===== src/rtl/sifive_scope_hpm_counter.sv =====
// Hart-0 scope performance counter: holds the event selector, accumulates
// inc pulses into a WIDTH-bit counter and raises a sticky overflow interrupt.
module sifive_scope_hpm_counter #(
  parameter int unsigned WIDTH = 40,  // 33..64
  parameter int unsigned EVT_W = 32   // up to 32
) (
  input  logic             clock,
  input  logic             reset,
  input  logic             reg_wen,
  input  logic [1:0]       reg_addr,
  input  logic [31:0]      reg_wdata,
  output logic [31:0]      reg_rdata,
  input  logic             inhibit,
  output logic [EVT_W-1:0] event_sel,
  input  logic             inc,
  output logic             overflow_irq
);

  localparam logic [1:0] ADDR_EVENT    = 2'd0;
  localparam logic [1:0] ADDR_COUNT_LO = 2'd1;
  localparam logic [1:0] ADDR_COUNT_HI = 2'd2;
  localparam logic [1:0] ADDR_STATUS   = 2'd3;

  logic [WIDTH-1:0] count;
  logic [WIDTH-1:0] count_next;
  logic [EVT_W-1:0] event_sel_next;
  logic             overflow;
  logic             overflow_next;
  logic             irq_en;
  logic             irq_en_next;
  logic             en;
  logic             wr_event;
  logic             wr_lo;
  logic             wr_hi;
  logic             wr_status;
  logic             wrap;

  always_comb begin
    wr_event  = reg_wen & (reg_addr == ADDR_EVENT);
    wr_lo     = reg_wen & (reg_addr == ADDR_COUNT_LO);
    wr_hi     = reg_wen & (reg_addr == ADDR_COUNT_HI);
    wr_status = reg_wen & (reg_addr == ADDR_STATUS);

    // Enable uses the current selector, so an EVENT write only affects later pulses.
    en   = inc & ~inhibit & (event_sel != '0);
    // A counter write drops the coincident pulse, including its wrap.
    wrap = en & (&count) & ~(wr_lo | wr_hi);

    count_next = count;
    if (wr_lo) begin
      count_next[31:0] = reg_wdata;
    end else if (wr_hi) begin
      count_next[WIDTH-1:32] = reg_wdata[WIDTH-33:0];
    end else if (en) begin
      count_next = count + WIDTH'(1);
    end

    event_sel_next = wr_event ? reg_wdata[EVT_W-1:0] : event_sel;
    irq_en_next    = wr_status ? reg_wdata[1] : irq_en;
    // Set beats the W1C clear when both land on the same edge.
    overflow_next  = wrap | (overflow & ~(wr_status & reg_wdata[0]));
  end

  always_ff @(posedge clock or posedge reset) begin
    if (reset) begin
      count        <= '0;
      event_sel    <= '0;
      overflow     <= 1'b0;
      irq_en       <= 1'b0;
      overflow_irq <= 1'b0;
    end else begin
      count        <= count_next;
      event_sel    <= event_sel_next;
      overflow     <= overflow_next;
      irq_en       <= irq_en_next;
      overflow_irq <= overflow_next & irq_en_next;
    end
  end

  always_comb begin
    reg_rdata = '0;
    case (reg_addr)
      ADDR_EVENT:    reg_rdata = 32'(event_sel);
      ADDR_COUNT_LO: reg_rdata = count[31:0];
      ADDR_COUNT_HI: reg_rdata = 32'(count[WIDTH-1:32]);
      ADDR_STATUS:   reg_rdata = {30'b0, irq_en, overflow};
      default:       reg_rdata = '0;
    endcase
  end

endmodule


===== config.mk =====
export PLATFORM = sky130hd
export DESIGN_NAME = sifive_scope_hpm_counter
export DESIGN_NICKNAME = d
export VERILOG_FILES = /design/src/rtl/sifive_scope_hpm_counter.sv
export SDC_FILE = /design/constraint.sdc
export NUM_CORES = 1
export LEC_CHECK = 0
export BUFFER_PORTS_ARGS = -buffer_cell sky130_fd_sc_hd__buf_4
export CAP_MARGIN = 20
export CORE_MARGIN = 4
export CORE_UTILIZATION = 38
export CTS_CLUSTER_SIZE = 14
export DETAILED_ROUTE_END_ITERATION = 10
export SKIP_CTS_REPAIR_TIMING = 1
export SLEW_MARGIN = 20
export SYNTH_ARGS = -nofsm -noshare
export SYNTH_HDL_FRONTEND = slang
export SYNTH_SLANG_ARGS = --single-unit

===== constraint.sdc =====
create_clock -name clock -period 2.8 [get_ports clock]
set_input_delay 0.42 -clock clock [delete_from_list [all_inputs] [get_ports clock]]
set_output_delay 0.42 -clock clock [all_outputs]
set_load 0.01 [all_outputs]

==> metrics.md, run 1 <==
| Metric | Value |
|---|---|
| Status | `completed` |
| Global-route wire length before repair | `21,900 um` |
| Syn avg cell area | `9.54 um^2` |
| Skew-Pair Late Insertion Delay | `330 ps` |
| Post-Syn Instances | `461` |
| Ports | `104` |
| Critical path capture point type | `primary output` |
| Die width | `116 um` |
| Final net count | `605` |
| IO Port Bufs | `103` |
| RSZ-0062 raised after global routing | `false` |
| Routability cong. | `0.890` |
| Worst EP required | `2380 ps` |
| Power per cell area | `672 nW/um^2` |
| Achievable Freq | `443 MHz` |
| Setup violations, final | `0` |
| Crit path max-delay family | `buffers and inverters` |
| Drt via density | `5.61` |
| DP HPWL | `9950 um` |
| Worst-Margin Slew | `750 ps` |
| Row Count | `39` |
| Global Route met3 Usage | `3.66%` |
| Peak VDD IR | `0.302 mV` |
| Bufs on Longest Clock Path | `2` |
| Critical Path Start Type | `input pin` |
| Global routing usage on met2 | `33.3%` |
| Initial antenna violation count | `0` |
| Drt drc | `0` |
| Worst Skew | `5.55 ps` |
| Flops & latches, synth | `75` |
| Top-count cell post-synth | `dfrtp_1` |
| Sequential fraction of the synthesis area | `42.7%` |
| Fillers | `1,091` |
| Synthesis warning total | `0` |
| Mapped Nets | `501` |
| Top cell type's share of synthesized area | `42.7%` |
| HP Class | `in -> async` |
| Number of flops mapped to enable cells by yosys | `0` |
| Grt ovf | `0` |
| Clock edge transition at the registers on the reported setup and hold paths | `60 ps` |
| Most frequent cells after synthesis | `dfrtp_1 (75), nand2_1 (53), nor2_1 (53), mux2_2 (33), mux2i_1 (31)` |
| Setup TNS | `0 ps` |
| CP Depth | `4` |
| Antenna violation net count after detailed routing | `0` |
| Routed length per instance | `19.0 um` |
| CTS H-tree depth | `3` |
| Max cap viols | `0` |
| Fin crit period | `2260 ps` |
| Area growth, synth to finish | `29.8%` |
| Ys async rst share | `100%` |
| Diodes inserted | `0` |
| Most common cell on crit path | `buf_4` |
| Final period util | `80.7%` |
| CTS Sinks | `75` |
| Fin. Hold Viols | `0` |
| Ys flop type | `dfrtp_1` |
| Reg2Reg Depth | `7` |
| Die height | `116 um` |
| Netlist cell types | `53` |
| CTS tree | `yes` |
| Critical-path cell list | `buf_4 -> buf_4 -> mux4_2 -> buf_4` |
| Worst relative slew slack | `49.9%` |
| Total number of vias | `3,999` |
| Core area | `11,400 um^2` |
| Total track usage | `20.8%` |
| Synthesized cell area | `4400 um^2` |
| Root Buffer | `clkbuf_16` |
| Crit path DAT | `1840 ps` |
| Die area | `13,400 um^2` |
| Cell taking the most area after synthesis | `dfrtp_1` |
| Kind of critical path | `in -> out` |
| Critical-path top delay cell | `mux4_2` |
| Largest net degree at the start of global routing | `44` |
| Busiest grt layer | `met2` |
| Leak Pwr | `2.42 nW` |
| Final hold slack | `225 ps` |
| Crit path buf inv count | `3` |
| Grt met1 use | `29.0%` |
| Setup WS pre-CTS | `531 ps` |
| Layout cells sized above 1 | `32.1%` |
| Initial DRT Pass Iterations | `5` |
| Starting density of the core | `38.7%` |
| Crit-path max cell delay | `550 ps` |
| Vias in the first global route | `4,203` |
| CTS Buf Count | `9` |
| Final wirelength | `13,500 um` |
| Worst-path maximum fanout | `24` |
| Final Util | `50.2%` |
| Top cells by area, synth | `dfrtp_1 (43%), mux2_2 (8.5%), mux2i_1 (7.1%)` |
| First DRT Iteration DRCs | `234` |
| Worst setup margin | `541 ps` |
| Final Max Tran Viols | `0` |
-- flip-flops by register name, indices dropped and copies added (netlist names) --
| name | cells |
|---|---|
| event_sel | 32 |
| overflow_irq | 1 |
| overflow | 1 |
| count | 40 |
| irq_en | 1 |
-- metal layers --
| metal | part of all wire [%] | vias up |
|---|---|---|
| met5 | 0 | - |
| met4 | 1.6 | 0 |
| met3 | 5.4 | 19 |
| met2 | 48 | 131 |
| met1 | 45 | 1966 |
| li1 | - | 1883 |
-- logic make-up after synthesis --
group,share of synthesized area [%]
simple gates,22.9
xor+xnor,4.98
buf+inv,2.93
compound gates,9.68
flops,42.7
mux,16.5
fa+ha+maj,0.285
-- report_power, final --
group          total, mW  leakage [nW]  switching (mW)  internal (mW)
Combinational      0.959          1.37           0.455          0.504
Sequential          1.60         0.888           0.306           1.29
Clock               1.28         0.159           0.448          0.828
-- final timing paths --
path                                  to  slack, ps           from
max                         reg_rdata[1]        540    reg_addr[0]
min                        event_sel[10]        230          reset
max reg2reg                    count[38]        560      count[10]
min reg2reg                       irq_en        540         irq_en
max in group asynchronous      count[34]       1880          reset
min in group clock             count[12]        310  reg_wdata[12]
-- metrics by stage --
stage | instance area, um^2 | instances | power, mW
floorplan | 4400 | 461 | 2.07
global placement | 5380 | 697 | 2.56
detailed placement | 5380 | 697 | 2.58
CTS | 5710 | 713 | 3.86
global route | 5710 | 713 | 4.04
finish | 5710 | 713 | 3.83
-- worst reg2reg max path: stages, from the launching register on --
cell and delay [ps]:
dfrtp_1 490, nand4_4 170, nor4_1 540, nand2_1 210
buf_4 200, nor4_1 230, a211oi_1 110, nor3_1 190
-- layout by cell type, fill, tap and decap left out, drive strengths merged, types with 3 or more instances in the layout --
cell    count
nor3       17
xnor2      14
inv         5
a222oi      3
nand2      53
xor2       11
nand4      15
a21oi      14
o21ai      29
clkbuf     12
buf       119
nor4       20
mux2i      31
mux2       33
nand3      21
dfrtp      75
nor2       53
and2        4
-- cell type report --
type	instances	area, um^2	share of cell area, %
timing repair buffer	119	906	15.9
multi-input combinational	355	2400	42.0
sequential	75	1880	32.9
clock inverter	4	72.6	1.27
clock buffer	12	256	4.49
tap	143	179	3.14
inverter	5	18.8	0.329
Note: power is estimated with default switching activity, not from simulation.
==> run 2, diff against run 1 <==
==> constraint.sdc (replaced) <==
create_clock -name clock -period 2.2 [get_ports clock]
set_input_delay 0.33 -clock clock [delete_from_list [all_inputs] [get_ports clock]]
set_output_delay 0.33 -clock clock [all_outputs]
set_load 0.01 [all_outputs]
==> metrics.md, run 2 (synthesis gave the netlist of run 1 again) <==
| Metric | Value |
|---|---|
| Status | `completed (unchanged)` |
| Fin crit period | `2120 ps` |
| Fillers | `1,066 (was 1,091)` |
| Critical Path Start Type | `register (was input pin)` |
| Crit path DAT | `2340 ps (was 1840 ps)` |
| HP Class | `in -> async (unchanged)` |
| Critical path capture point type | `register (was primary output)` |
| Crit path buf inv count | `1 (was 3)` |
| Top flop regs | `count: 40 flops, event_sel: 32 flops (unchanged)` |
| Final wirelength | `14,200 um (was 13,500 um)` |
| Routed length per instance | `19.2 um (was 19.0 um)` |
| Setup violations, final | `0 (unchanged)` |
| WL met3 | `776 um (was 737 um)` |
| Grt ovf | `0 (unchanged)` |
| Commonest non-fill, non-tap cell in the layout | `buf_4 (unchanged)` |
| Critical-path top delay cell | `dfrtp_1 (was mux4_2)` |
| Max reg flops | `40 (unchanged)` |
| Leak Pwr | `2.56 nW (was 2.42 nW)` |
| Kind of critical path | `reg -> reg (was in -> out)` |
| CTS tree | `yes (unchanged)` |
| Antenna violation net count after detailed routing | `0 (unchanged)` |
| Die area | `13,400 um^2 (unchanged)` |
| Skew-Pair Late Insertion Delay | `340 ps (was 330 ps)` |
| DP HPWL | `10,700 um (was 9950 um)` |
| Vias in the first global route | `4,198 (was 4,203)` |
| Initial DRT Pass Iterations | `4 (was 5)` |
| Final Max Tran Viols | `0 (unchanged)` |
| IO Port Bufs | `103 (unchanged)` |
| Row Count | `39 (unchanged)` |
| Worst EP required | `2430 ps (was 2380 ps)` |
| CTS Buf Count | `9 (unchanged)` |
| Final net count | `635 (was 605)` |
| Clock edge transition at the registers on the reported setup and hold paths | `60 ps (about the same)` |
| Worst relative slew slack | `64.5% (was 49.9%)` |
| Worst-Margin Slew | `532 ps (was 750 ps)` |
| Global-route wire length before repair | `22,600 um (was 21,900 um)` |
| Die height | `116 um (unchanged)` |
| Critical-path cell list | `nor4_1 -> nand4_1 -> o21ai_2 -> buf_4 -> nor4_2 -> a22o_1 -> and2_1 (was buf_4 -> buf_4 -> mux4_2 -> buf_4)` |
| Routability cong. | `0.863 (was 0.890)` |
| Starting density of the core | `38.7% (unchanged)` |
| Worst-path maximum fanout | `8 (was 24)` |
| Biggest register | `count (unchanged)` |
| First DRT Iteration DRCs | `238 (was 234)` |
| Worst Skew | `5.62 ps (was 5.55 ps)` |
| Total track usage | `21.7% (was 20.8%)` |
| RSZ-0062 raised after global routing | `false (unchanged)` |
| Power per cell area | `823 nW/um^2 (was 672 nW/um^2)` |
| Drt drc | `0 (unchanged)` |
| Crit-path max cell delay | `440 ps (was 550 ps)` |
| Fin. Hold Viols | `0 (unchanged)` |
| Met2 routed WL | `6870 um (was 6460 um)` |
| Achievable Freq | `472 MHz` |
| Final hold slack | `41.5 ps (was 225 ps)` |
| WL met1 | `6390 um (was 6120 um)` |
| Root Buffer | `clkbuf_16 (unchanged)` |
| Final period util | `96.2%` |
| Core area | `11,400 um^2 (unchanged)` |
| Setup WS pre-CTS | `-22.4 ps (was 531 ps)` |
| Die width | `116 um (unchanged)` |
| Drt via density | `5.57 (was 5.61)` |
| Most frequent cells in the layout | `buf_4 (148), dfrtp_1 (75), nand2_1 (53), nor2_1 (53), mux2_2 (33) (was buf_4 (118), dfrtp_1 (75), nand2_1 (53), nor2_1 (53), mux2_2 (33))` |
| Diodes inserted | `0 (unchanged)` |
| Max cap viols | `0 (unchanged)` |
| CTS H-tree depth | `3 (unchanged)` |
| Total number of vias | `4,136 (was 3,999)` |
| Crit path max-delay family | `simple AND/OR/NAND/NOR gates (was buffers and inverters)` |
| Top Metal Used | `met4 (unchanged)` |
| Worst setup margin | `82.8 ps (was 541 ps)` |
| CTS Sinks | `75 (unchanged)` |
| Layout cells sized above 1 | `36.1% (was 32.1%)` |
| Bufs on Longest Clock Path | `2 (unchanged)` |
| Finished layout cell area | `5930 um^2 (was 5710 um^2)` |
| Cell Area, Placed | `5610 um^2 (was 5380 um^2)` |
| Largest net degree at the start of global routing | `36 (was 44)` |
| Peak VDD IR | `0.345 mV (was 0.302 mV)` |
| Initial antenna violation count | `0 (unchanged)` |
| Ports | `104 (unchanged)` |
| Area growth, synth to finish | `34.9% (was 29.8%)` |
[run 2: cell count changes in the layout (fill, tap and decap cells not counted), sizes merged]
cell,change
buf,+30
bufinv,-1
clkbuf,+1
inv,-1
[run 2: final cells by class]
type / count / area, um^2 / area share, %
clock buffers: 13 / 260 / 4.39
flip-flops and latches: 75 / 1880 / 31.6
clock inverters: 2 / 35.0 / 0.591
well taps: 143 / 179 / 3.02
inverters: 5 / 22.5 / 0.380
multi-input cells: 355 / 2430 / 40.9
repair buffers: 149 / 1130 / 19.1
[run 2: worst paths after layout]
| kind | from | to | slack [ps] | cells after the start |
|---|---|---|---|---|
| setup reg to reg | event_sel[28] | overflow_irq | 80 | 7 |
| hold reg to reg | overflow | overflow | 550 | 1 |
| setup / recovery | event_sel[28] | overflow_irq | 80 | 7 |
| max in group asynchronous | reset | event_sel[26] | 1510 | 3 |
| min in group clock | reg_wdata[20] | count[20] | 210 | 3 |
| hold / removal | reset | count[6] | 40 | 2 |
[run 2: where the power goes]
part	switching [mW]	internal, mW
Combinational	0.669	0.735
Sequential	0.343	1.64
Clock	0.555	0.933
[run 2: metrics by stage]
step	setup TNS (ps)	util (%)	power [mW]	instances
6_report	0	52.2	4.88	742
2_1_floorplan	0	-	2.63	461
5_1_grt	0	52.2	5.15	742
3_5_place_dp	-69.5	49.3	3.40	727
3_3_place_gp	-191	49.3	3.38	727
4_1_cts	-377	51.9	4.91	742
[run 2: metal layers]
layer | global-route usage (%) | up-vias
met3 | 3.03 | 13
met1 | 29.8 | 2064
li1 | - | 1943
met2 | 35.8 | 116
met5 | 0 | -
met4 | 6.49 | 0
==> run 3, diff against run 2 <==
--- a/config.mk
+++ b/config.mk
@@ -11,6 +11,7 @@
 export CORE_UTILIZATION = 38
 export CTS_CLUSTER_SIZE = 14
 export DETAILED_ROUTE_END_ITERATION = 10
+export PLACE_DENSITY_LB_ADDON = 0.08
 export SKIP_CTS_REPAIR_TIMING = 1
 export SLEW_MARGIN = 20
 export SYNTH_ARGS = -nofsm -noshare
==> metrics.md, run 3 (synthesis gave the netlist of run 1 again) <==
| Metric | Value |
|---|---|
| Status | `completed (unchanged)` |
| Worst setup margin | `159 ps (was 82.8 ps)` |
| Max reg flops | `40 (unchanged)` |
| DP Cell Count | `729 (was 727)` |
| Drt via density | `5.51 (was 5.57)` |
| Crit path buf inv count | `2 (was 1)` |
| Finished layout cell area | `6020 um^2 (was 5930 um^2)` |
| CTS H-tree depth | `3 (unchanged)` |
| Met2 routed WL | `6950 um (was 6870 um)` |
| Layout cells sized above 1 | `36.9% (was 36.1%)` |
| Reg-to-Reg Start | `event_sel[2] (was event_sel[28])` |
| Core area | `11,400 um^2 (unchanged)` |
| Routability cong. | `0.841 (was 0.863)` |
| Final wirelength | `14,600 um (was 14,200 um)` |
| CTS Buf Count | `9 (unchanged)` |
| Crit. Startpoint | `event_sel[2] (was event_sel[28])` |
| Die area | `13,400 um^2 (unchanged)` |
| Diodes inserted | `0 (unchanged)` |
| Final period util | `92.8% (was 96.2%)` |
| Setup TNS | `0 ps (unchanged)` |
| CTS Sinks | `75 (unchanged)` |
| Drt drc | `0 (unchanged)` |
| Setup violations, final | `0 (unchanged)` |
| Worst-path maximum fanout | `15 (was 8)` |
| Critical-path cell list | `nor4_2 -> nand4_1 -> buf_4 -> o21ai_2 -> buf_12 -> nor2_1 -> a222oi_1 -> nand2_1 (was nor4_1 -> nand4_1 -> o21ai_2 -> buf_4 -> nor4_2 -> a22o_1 -> and2_1)` |
| Cell Area, Placed | `5650 um^2 (was 5610 um^2)` |
| DP HPWL | `10,700 um (about the same)` |
| Fin. Hold Viols | `0 (unchanged)` |
| WL met1 | `6650 um (was 6390 um)` |
| Total track usage | `22.7% (was 21.7%)` |
| Final Util | `52.9% (was 52.2%)` |
| Worst relative slew slack | `69.4% (was 64.5%)` |
| Vias in the first global route | `4,211 (was 4,198)` |
| Kind of critical path | `reg -> reg (unchanged)` |
| Most frequent cells in the layout | `buf_4 (150), dfrtp_1 (75), nand2_1 (53), nor2_1 (53), mux2_2 (33) (was buf_4 (148), dfrtp_1 (75), nand2_1 (53), nor2_1 (53), mux2_2 (33))` |
| Crit path DAT | `2250 ps (was 2340 ps)` |
| Die height | `116 um (unchanged)` |
| Top flop regs | `count: 40 flops, event_sel: 32 flops (unchanged)` |
| Peak VDD IR | `0.359 mV (was 0.345 mV)` |
| First DRT Iteration DRCs | `232 (was 238)` |
| Max cap viols | `0 (unchanged)` |
| Critical path capture point type | `register (unchanged)` |
| Bufs on Longest Clock Path | `2 (unchanged)` |
| Commonest non-fill, non-tap cell in the layout | `buf_4 (unchanged)` |
| Fin crit period | `2040 ps (was 2120 ps)` |
| Biggest register | `count (unchanged)` |
| Worst-Margin Slew | `459 ps (was 532 ps)` |
| HP Class | `in -> async (unchanged)` |
| Ports | `104 (unchanged)` |
| CTS tree | `yes (unchanged)` |
| IO Port Bufs | `103 (unchanged)` |
| Power per cell area | `827 nW/um^2 (was 823 nW/um^2)` |
| Routed length per instance | `19.5 um (was 19.2 um)` |
| Worst Skew | `6.88 ps (was 5.62 ps)` |
| Crit path max-delay family | `simple AND/OR/NAND/NOR gates (unchanged)` |
| Global-route wire length before repair | `23,300 um (was 22,600 um)` |
| Antenna violation net count after detailed routing | `0 (unchanged)` |
| Setup WS pre-CTS | `-20.9 ps (was -22.4 ps)` |
| Final net count | `639 (was 635)` |
| Grt ovf | `0 (unchanged)` |
| Total number of vias | `4,114 (was 4,136)` |
| Initial antenna violation count | `0 (unchanged)` |
| Critical-path top delay cell | `dfrtp_1 (unchanged)` |
| Die width | `116 um (unchanged)` |
| Clock edge transition at the registers on the reported setup and hold paths | `60 ps (about the same)` |
| Skew-Pair Late Insertion Delay | `340 ps (about the same)` |
| Critical Path Start Type | `register (unchanged)` |
| Initial DRT Pass Iterations | `5 (was 4)` |
| Leak Pwr | `2.60 nW (was 2.56 nW)` |
| Top Metal Used | `met4 (unchanged)` |
| Row Count | `39 (unchanged)` |
| Largest net degree at the start of global routing | `76 (was 36)` |
| Starting density of the core | `38.7% (unchanged)` |
| Root Buffer | `clkbuf_16 (unchanged)` |
| Final Max Tran Viols | `0 (unchanged)` |
| WL met3 | `746 um (was 776 um)` |
| Final Non-Filler Cells | `747 (was 742)` |
| Worst EP required | `2410 ps (was 2430 ps)` |
| Crit-path max cell delay | `450 ps (was 440 ps)` |
| Area growth, synth to finish | `36.9% (was 34.9%)` |
| Achievable Freq | `490 MHz (was 472 MHz)` |
[run 3: cell types whose count changed in the layout (fill, tap and decap cells not counted), sizes merged]
cell,delta
clkinv,+1
clkbuf,-1
buf,+4
clkinvlp,+1
[run 3: area by class of cell]
class	instances	area [um^2]
multi-input combinational	355	2440
sequential	75	1880
timing repair buffer	153	1190
fill	1079	5350
clock buffer	12	267
tap	143	179
clock inverter	4	47.5
inverter	5	22.5
[run 3: power breakdown]
part / leakage, nW / internal [mW] / switching (mW)
sequential: 0.888 / 1.64 / 0.332
combinational: 1.56 / 0.764 / 0.682
clock: 0.155 / 0.968 / 0.588
total: 2.60 / 3.37 / 1.60
[run 3: routing by layer]
layer,vias up,global-route usage [%]
met1,2016,31.5
met3,14,3.55
li1,1960,-
met4,0,7.28
met5,-,0
met2,124,36.4
[run 3: metrics by stage]
stage / hold slack, ps / power [mW]
2_1_floorplan: 443 / 2.63
3_3_place_gp: 487 / 3.41
3_5_place_dp: 494 / 3.44
4_1_cts: 131 / 5.00
5_1_grt: 141 / 5.24
6_report: 110 / 4.98
[run 3: path summary, 6_finish.rpt]
| kind | endpoint | cells past startpoint | slack [ps] |
|---|---|---|---|
| setup / recovery | count[28] | 8 | 160 |
| min in group clock | count[17] | 3 | 210 |
| setup reg to reg | count[28] | 8 | 160 |
| hold / removal | event_sel[5] | 3 | 110 |
| hold reg to reg | irq_en | 1 | 530 |
| max in group asynchronous | event_sel[30] | 3 | 1760 |
[run 3: tightest hold or removal path: stages]
cell,delay (ps)
buf_4,120
clkinvlp_4,70
buf_12,350
